$ cat config.mk
export PLATFORM = sky130hd
export DESIGN_NAME = serial_adder
export DESIGN_NICKNAME = d
export VERILOG_FILES = /design/src/rtl/serial_adder_pkg.sv /design/src/rtl/fulladder.sv /design/src/rtl/serial_adder.sv
export SDC_FILE = /design/constraint.sdc
export NUM_CORES = 1
export LEC_CHECK = 0
export BUFFER_PORTS_ARGS = -buffer_cell sky130_fd_sc_hd__buf_2
export CAP_MARGIN = 30
export CELL_PAD_IN_SITES_DETAIL_PLACEMENT = 0
export CELL_PAD_IN_SITES_GLOBAL_PLACEMENT = 2
export CORE_ASPECT_RATIO = 1.5
export CORE_MARGIN = 1
export CORE_UTILIZATION = 36
export DETAILED_ROUTE_END_ITERATION = 16
export PLACE_DENSITY_LB_ADDON = 0.2
export SLEW_MARGIN = 20
export SYNTH_ARGS = -nofsm -noshare
export SYNTH_HDL_FRONTEND = slang
export SYNTH_HIERARCHICAL = 1
export SYNTH_SLANG_ARGS = --single-unit
$ cat constraint.sdc
create_clock -name clk -period 1.58 [get_ports clk]
set_clock_uncertainty 0.05 [all_clocks]
set_input_delay 0.316 -clock clk [delete_from_list [all_inputs] [get_ports clk]]
set_output_delay 0.316 -clock clk [all_outputs]
set_load 0.05 [all_outputs]
$ cat src/rtl/serial_adder_pkg.sv
// serial_adder_pkg: shared constants for the bit-serial adder.
//   - State encoding constants S_IDLE/S_RUN/S_DONE and the typed state enum.
//   - DEFAULT_WIDTH: default operand/sum width.
package serial_adder_pkg;

    localparam logic [1:0] S_IDLE = 2'b00;
    localparam logic [1:0] S_RUN  = 2'b01;
    localparam logic [1:0] S_DONE = 2'b10;

    localparam int unsigned DEFAULT_WIDTH = 8;

    typedef enum logic [1:0] {
        StIdle = S_IDLE,
        StRun  = S_RUN,
        StDone = S_DONE
    } state_e;

endpackage

$ cat src/rtl/fulladder.sv
// fulladder: single-bit full-adder cell.
// Ports:
//   a, b  - operand bits
//   c     - carry in
//   s     - sum bit
//   co    - carry out
module fulladder (
    input  logic a,
    input  logic b,
    input  logic c,
    output logic s,
    output logic co
);

    assign s  = a ^ b ^ c;
    assign co = (a & b) | (a & c) | (b & c);

endmodule

$ cat src/rtl/serial_adder.sv
// serial_adder: bit-serial WIDTH-bit adder, one bit per clock, LSB first, using a single
// fulladder cell. Start/done handshake; {cout,sum} = a + b + cin.
// Optional macro SERIAL_ADDER_OVF_EN adds the signed-overflow output ovf.
// Ports:
//   clk   - rising-edge clock
//   rst   - asynchronous active-high reset
//   start - request an add (sampled only in IDLE)
//   a, b  - operands, captured on the accepted start
//   cin   - carry-in, captured on the accepted start
//   busy  - high while the add is in progress
//   done  - one-cycle pulse when sum/cout are valid
//   sum   - result, held until the next completed add
//   cout  - final carry-out, held with sum
//   ovf   - signed overflow (SERIAL_ADDER_OVF_EN only)
module serial_adder
    import serial_adder_pkg::*;
#(
    parameter int unsigned WIDTH = DEFAULT_WIDTH,
    parameter int unsigned CNT_W = $clog2(WIDTH) + 1
) (
    input  logic             clk,
    input  logic             rst,
    input  logic             start,
    input  logic [WIDTH-1:0] a,
    input  logic [WIDTH-1:0] b,
    input  logic             cin,
    output logic             busy,
    output logic             done,
    output logic [WIDTH-1:0] sum,
`ifdef SERIAL_ADDER_OVF_EN
    output logic             ovf,
`endif
    output logic             cout
);

    localparam logic [CNT_W-1:0] LastBit = CNT_W'(WIDTH - 1);

    state_e           state_q;
    logic [WIDTH-1:0] shreg_a_q;
    logic [WIDTH-1:0] shreg_b_q;
    logic [WIDTH-1:0] sum_sh_q;
    logic             carry_q;
    logic [CNT_W-1:0] cnt_q;
    logic             busy_q;
    logic             done_q;
    logic [WIDTH-1:0] sum_q;
    logic             cout_q;
`ifdef SERIAL_ADDER_OVF_EN
    logic             c_msb_q;
    logic             ovf_q;
`endif

    logic fa_s;
    logic fa_co;

    fulladder u_fa (
        .a  (shreg_a_q[0]),
        .b  (shreg_b_q[0]),
        .c  (carry_q),
        .s  (fa_s),
        .co (fa_co)
    );

    always_ff @(posedge clk or posedge rst) begin
        if (rst) begin
            state_q   <= StIdle;
            shreg_a_q <= '0;
            shreg_b_q <= '0;
            sum_sh_q  <= '0;
            carry_q   <= 1'b0;
            cnt_q     <= '0;
            busy_q    <= 1'b0;
            done_q    <= 1'b0;
            sum_q     <= '0;
            cout_q    <= 1'b0;
`ifdef SERIAL_ADDER_OVF_EN
            c_msb_q   <= 1'b0;
            ovf_q     <= 1'b0;
`endif
        end else begin
            done_q <= 1'b0;
            unique case (state_q)
                StIdle: begin
                    if (start) begin
                        shreg_a_q <= a;
                        shreg_b_q <= b;
                        carry_q   <= cin;
                        cnt_q     <= '0;
                        busy_q    <= 1'b1;
                        state_q   <= StRun;
                    end
                end
                StRun: begin
                    sum_sh_q  <= {fa_s, sum_sh_q[WIDTH-1:1]};
                    carry_q   <= fa_co;
                    shreg_a_q <= shreg_a_q >> 1;
                    shreg_b_q <= shreg_b_q >> 1;
                    cnt_q     <= cnt_q + CNT_W'(1);
                    if (cnt_q == LastBit) begin
                        busy_q  <= 1'b0;
                        state_q <= StDone;
`ifdef SERIAL_ADDER_OVF_EN
                        // carry_q here is the carry into the MSB slice
                        c_msb_q <= carry_q;
`endif
                    end
                end
                StDone: begin
                    sum_q   <= sum_sh_q;
                    cout_q  <= carry_q;
                    done_q  <= 1'b1;
                    state_q <= StIdle;
`ifdef SERIAL_ADDER_OVF_EN
                    ovf_q   <= c_msb_q ^ carry_q;
`endif
                end
                default: state_q <= StIdle;
            endcase
        end
    end

    assign busy = busy_q;
    assign done = done_q;
    assign sum  = sum_q;
    assign cout = cout_q;
`ifdef SERIAL_ADDER_OVF_EN
    assign ovf  = ovf_q;
`endif

endmodule
* Yosys cells after proc, flatten, opt, wreduce, memory -nomap -nowiden
Cells that the tools add are included.
Cells by class: mux-type cells 15, equality and inequality tests 5, bitwise operators 7, reductions and logical operators 5, add/subtract/negate cells 1
Operators by type and width (number):
- 8-bit case mux with 2 select lines | 2
- 8-bit 2-to-1 mux | 2
- 4-bit case mux with 2 select lines | 1
- 4-bit by 1-bit adder with 4-bit output, second input constant | 1
- 4-bit by 3-bit == test with 1-bit output, second input constant | 1
- 1-bit 2-to-1 mux | 4
- 2-bit 2-to-1 mux | 2
- 4-bit 2-to-1 mux | 1
- 2-bit != test, second input constant | 2
- 1-bit case mux with 2 select lines | 2
- 2-bit case mux with 2 select lines | 1
- 2-bit AND reduction | 2
- 1-bit AND | 3
- 3-bit AND reduction | 1
- 2-bit by 1-bit == test with 1-bit output, second input constant | 1
- 2-bit == test, second input constant | 1
- 2-bit logical NOT | 1
- 1-bit bitwise OR | 2
- 2-bit nonzero test | 1
- 1-bit XOR | 2
Word-level totals: bits in registers 42, word-level logic and storage cells 43, output and inout bits 11, bits of input ports 20

* Logic depth before layout (Yosys ltp)
depth after elaboration 4, gate-level depth with buffers 6, gate-level depth less buffers 4

* Modules after synthesis
The synthesis kept the hierarchy.
By module, submodules not included:
- serial_adder | area an instance 1831.8 µm², seq. area each 1051.0 µm², instances 1, cells each 163
- fulladder | area an instance 20.0 µm², seq. area each 0.0 µm², instances 1, cells each 1

* Least setup slack after synthesis
OpenSTA, ideal clock, no wires.
kind register to register, start point reg state_q[0], end point reg cout_q (netlist: cout), data arrival time 1.092 ns, setup slack 0.313 ns, data required time 1.405 ns, cell stages (with the launch flop) 5, buffers on the path 2, clock period less this slack 1.267 ns, library setup time 0.125 ns, cell sequence dfrtp_1 > buf_4 > nor2b_1 > buf_4 > mux2_2
On the way: cells in the longest elaborated chain, start to end 1
Ends and longest elaborated chain:
- from (decl) | RTL line serial_adder.sv:38 | state_e state_q;
- from (signal assigned) | RTL line serial_adder.sv:66 | state_q <= StIdle;
- from (signal assigned) | RTL line serial_adder.sv:90 | state_q <= StRun;
- from (signal assigned) | RTL line serial_adder.sv:101 | state_q <= StDone;
- 2-bit == test | RTL line serial_adder.sv:82 | unique case (state_q)
- to (signal assigned) | RTL line serial_adder.sv:110 | cout_q <= carry_q;
- to (decl) | RTL line serial_adder.sv:47 | logic cout_q;
No other way between the ends. A chain may end at the register's enable or synchronous reset.

* Worst setup path in the final report
start point reg state_q[0], end point reg shreg_a_q[6]
On the way: cells in the longest elaborated chain, start to end 3, elaborated cells between the ends (all ways) 6, classes of those cells eq/ne: 2; mux: 1; reduce/logical: 3
Ends and longest elaborated chain:
- 2-bit by 1-bit == test with 1-bit output / 2-bit logical NOT (equally long branches) | RTL line serial_adder.sv:82
- 2-bit nonzero test (no source line) / 2-bit != test (equally long branches)
- 2-bit AND reduction (no source line)
- to (signal assigned) | RTL line serial_adder.sv:96 | shreg_a_q <= shreg_a_q >> 1;
- to (decl) | RTL line serial_adder.sv:39 | logic [WIDTH-1:0] shreg_a_q;
Parallel ways exist; a longest one is shown, timed or not.

==> out/summary.json <==
{
  "outcome": {"value": "completed"},
  "floorplan.core_area": {"value": 0.00489, "unit": "mm2"},
  "first_global_vias": {"value": 1291},
  "rsz0062_at_grt": {"value": "no"},
  "worst_setup_ep_type": {"value": "flip-flop"},
  "grt_antenna_before_repair": {"value": 0},
  "syn-num-nets": {"value": 186},
  "r2r-start": {"value": "state_q[0]$_DFFE_PP0P_"},
  "drt_pass1_iterations": {"value": 4},
  "cp_cell_sequence": {"value": "and2b_1 -> mux2i_1 -> o21ai_0"},
  "globalRouteTotalUtil": {"value": 0.146},
  "cts.sink_count": {"value": 42},
  "maximum_number_of_pins_on_one_net_before_global_route_repair": {"value": 43},
  "final.fill_count": {"value": 493},
  "globalplace.congestion": {"value": 0.682},
  "detailroute.via_count": {"value": 1234},
  "relSlewSlack": {"value": 0.758},
  "total_area_of_multi_input_combinational_cells": {"value": 702, "unit": "um2"},
  "period_share": {"value": 0.915},
  "postCtsHoldBufs": {"value": 0},
  "hold_path.class": {"value": "in -> async"},
  "final_nets": {"value": 220},
  "cts-buffers-inserted": {"value": 5},
  "avgRoutedWirePerCell": {"value": 12.5, "unit": "um"},
  "die_height": {"value": 89.8, "unit": "um"},
  "ys_seq_area_frac": {"value": 0.568},
  "io_port_bufs": {"value": 30},
  "grt_overflow_total": {"value": 0},
  "finalSetupTns": {"value": 0, "unit": "ns"},
  "clk-insertion-delay-late": {"value": 0.30, "unit": "ns"},
  "timing.critical_path.slowest_stage_cell": {"value": "sky130_fd_sc_hd__dfrtp_1"},
  "clockRootBuffer": {"value": "sky130_fd_sc_hd__clkbuf_8"},
  "synth-warning-count": {"value": 6},
  "floorplan.initialDensity": {"value": 0.379},
  "area.growth.synth_to_final": {"value": 17.8, "unit": "%"},
  "cts_buffer_depth": {"value": 2},
  "sequential_cell_area": {"value": 0.00105, "unit": "mm2"},
  "cp_data_required_time": {"value": 1.71, "unit": "ns"},
  "cpPeakStageDelay": {"value": 0.57, "unit": "ns"},
  "grt_pass1_wl": {"value": 6.00, "unit": "mm"},
  "h-tree-depth": {"value": 2},
  "boundaryPins": {"value": 31},
  "timing.setup.critical_path_class": {"value": "reg -> reg"},
  "cpLargestDelayFamily": {"value": "flip-flops"},
  "syn_avg_cell_area": {"value": 11.3, "unit": "um2"},
  "antennaDiodeCount": {"value": 0},
  "number_of_synthesized_register_bits": {"value": 42},
  "cts-resized-gates": {"value": 0},
  "critical_path_buf_inv_count": {"value": 0},
  "rows": {"value": 31},
  "detail-route-antenna-nets": {"value": 0},
  "post-cts-setup-buffers": {"value": 0},
  "dpl.hpwl": {"value": 2.42, "unit": "mm"},
  "p_leak": {"value": 0.00108, "unit": "uW"},
  "synth_cell_types": {"value": 24},
  "die_area": {"value": 0.00544, "unit": "mm2"},
  "detailedRoute.firstIterationViolations": {"value": 42},
  "critPathArrivalTime": {"value": 1.58, "unit": "ns"},
  "layout-drive-gt1-share": {"value": 0.281},
  "finalSetupViolCount": {"value": 0},
  "die_x": {"value": 60.6, "unit": "um"},
  "timing.max_cap.violations": {"value": 0},
  "drt-vias-per-instance": {"value": 4.66},
  "ir_worst_vdd": {"value": 787, "unit": "uV"},
  "synthCells": {"value": 164},
  "slew_violations": {"value": 0},
  "setup.worst_path.start_class": {"value": "flip-flop"},
  "power.density_cell_area": {"value": 1890, "unit": "mW/mm2"},
  "drt_wl_total": {"value": 3.32, "unit": "mm"},
  "tritoncts_clock_tree": {"value": "yes"},
  "synthesis.area": {"value": 0.00185, "unit": "mm2"},
  "drt_drc_violations_left": {"value": 0},
  "final.min_clock_period": {"value": 1.45, "unit": "ns"},
  "timing_worst_slew_pin_value": {"value": 0.364, "unit": "ns"},
  "path_max_fanout": {"value": 9},
  "fmax": {"value": 0.692, "unit": "GHz"},
  "clk_pin_slew": {"value": 0.08, "unit": "ns"},
  "crit_path_start": {"value": "state_q[0]$_DFFE_PP0P_"},
  "timing.final.hold_violations": {"value": 0},
  "worst_hold_slack_after_final_layout": {"value": 0.00966, "unit": "ns"}
}
==> cell type report <==
class | instances | area share
flip-flops and latches | 42 | 0.482
multi-input cells | 110 | 0.322
repair buffers | 37 | 0.104
well taps | 66 | 0.0379
clock buffers | 6 | 0.0333
clock inverters | 2 | 0.0172
inverters | 2 | 0.00344
==> Yosys cell counts <==
cell type	number	share of area
sky130_fd_sc_hd__and2b_1	2	0.0081
sky130_fd_sc_hd__a22o_1	2	0.0095
sky130_fd_sc_hd__buf_12	1	0.011
sky130_fd_sc_hd__nand2b_4	1	0.0074
sky130_fd_sc_hd__fa_1	1	0.011
sky130_fd_sc_hd__nor3_4	1	0.0088
sky130_fd_sc_hd__o21ai_1	11	0.030
sky130_fd_sc_hd__nand2_1	44	0.089
sky130_fd_sc_hd__mux2_2	9	0.055
sky130_fd_sc_hd__o21bai_4	1	0.010
sky130_fd_sc_hd__a21oi_1	4	0.011
sky130_fd_sc_hd__ha_1	1	0.0068
sky130_fd_sc_hd__or3_1	1	0.0034
sky130_fd_sc_hd__mux2i_1	15	0.081
sky130_fd_sc_hd__nand3_1	3	0.0081
sky130_fd_sc_hd__buf_6	3	0.018
sky130_fd_sc_hd__dfrtp_1	42	0.57
sky130_fd_sc_hd__nor2_1	2	0.0041
sky130_fd_sc_hd__inv_1	2	0.0041
sky130_fd_sc_hd__o21bai_1	1	0.0041
sky130_fd_sc_hd__buf_4	3	0.012
sky130_fd_sc_hd__o21ai_0	7	0.019
sky130_fd_sc_hd__buf_2	3	0.0081
sky130_fd_sc_hd__nor2b_1	4	0.014
==> per-layer routing <==
layer,global-route usage,vias up,part of all wire
li1,-,614,-
met1,0.179,591,0.42
met2,0.239,23,0.52
met3,0.0374,6,0.035
met4,0.0511,0,0.018
met5,0,-,0
==> worst paths after layout <==
| check | end | slack [ns] | cells after the start |
|---|---|---|---|
| worst max-delay path | shreg_a_q[6]$_DFFE_PP0P_ | 0.13 | 3 |
| worst max register to register | shreg_a_q[6]$_DFFE_PP0P_ | 0.13 | 3 |
| worst min-delay path | sum_sh_q[0]$_DFFE_PP0N_ | 0.01 | 3 |
| worst min register to register | shreg_a_q[1]$_DFFE_PP0P_ | 0.44 | 2 |
| max in group asynchronous | shreg_b_q[1]$_DFFE_PP0P_ | 1.27 | 3 |
| min in group clk | shreg_a_q[1]$_DFFE_PP0P_ | 0.24 | 3 |
==> through the flow <==
stage                     worst slack, ns  instances  area (um2)  total power, uW  utilization
final                               0.135        265        2180             4130        0.446
after global routing               0.0103        265        2180             4460        0.446
after CTS                           0.114        265        2180             4210        0.446
after detailed placement            0.104        257        2070             3350        0.424
after global placement              0.191        257        2070             3290        0.424
after floorplan                     0.240        164        1850             3020            -
==> cell usage in the layout (no fill, tap or decap) <==
cell / instances
sky130_fd_sc_hd__a21oi_1: 4
sky130_fd_sc_hd__a22o_1: 2
sky130_fd_sc_hd__and2b_1: 2
sky130_fd_sc_hd__buf_12: 2
sky130_fd_sc_hd__buf_2: 30
sky130_fd_sc_hd__buf_4: 5
sky130_fd_sc_hd__bufinv_16: 1
sky130_fd_sc_hd__clkbuf_1: 1
sky130_fd_sc_hd__clkbuf_8: 5
sky130_fd_sc_hd__clkinvlp_4: 1
sky130_fd_sc_hd__dfrtp_1: 42
sky130_fd_sc_hd__fa_1: 1
sky130_fd_sc_hd__ha_1: 1
sky130_fd_sc_hd__inv_1: 2
sky130_fd_sc_hd__mux2_2: 9
sky130_fd_sc_hd__mux2i_1: 15
sky130_fd_sc_hd__nand2_1: 44
sky130_fd_sc_hd__nand2b_4: 1
sky130_fd_sc_hd__nand3_1: 3
sky130_fd_sc_hd__nor2_1: 2
sky130_fd_sc_hd__nor2b_1: 4
sky130_fd_sc_hd__nor3_4: 1
sky130_fd_sc_hd__o21ai_0: 7
sky130_fd_sc_hd__o21ai_1: 11
sky130_fd_sc_hd__o21bai_1: 1
sky130_fd_sc_hd__o21bai_4: 1
sky130_fd_sc_hd__or3_1: 1
==> flip-flops by register name, summed over array words and instances (netlist names), 2 cells and up <==
register	flops
shreg_b_q	8
cnt_q	4
shreg_a_q	8
sum_sh_q	8
sum	8
state_q	2
==> kinds of logic after synthesis <==
| family | after synthesis | synth area share |
|---|---|---|
| buffers and inverters | 12 | 0.0534 |
| and+or+nand+nor | 58 | 0.143 |
| AOI/OAI and AO/OA | 26 | 0.0831 |
| adders and majority gates | 2 | 0.0176 |
| DFF | 42 | 0.568 |
| muxes | 24 | 0.136 |
==> worst min-delay path, delay by kind of cell <==
family	cells	cell delay [ns]
buf+inv	3	0.41
==> where the power goes <==
| group | switching, uW | leakage (uW) | internal, uW | total (uW) |
|---|---|---|---|---|
| Sequential | 293 | 0.000541 | 1490 | 1790 |
| Clock | 378 | 0.0000514 | 472 | 850 |
| Combinational | 878 | 0.000485 | 611 | 1490 |
Power figures use the tool's default switching activity.
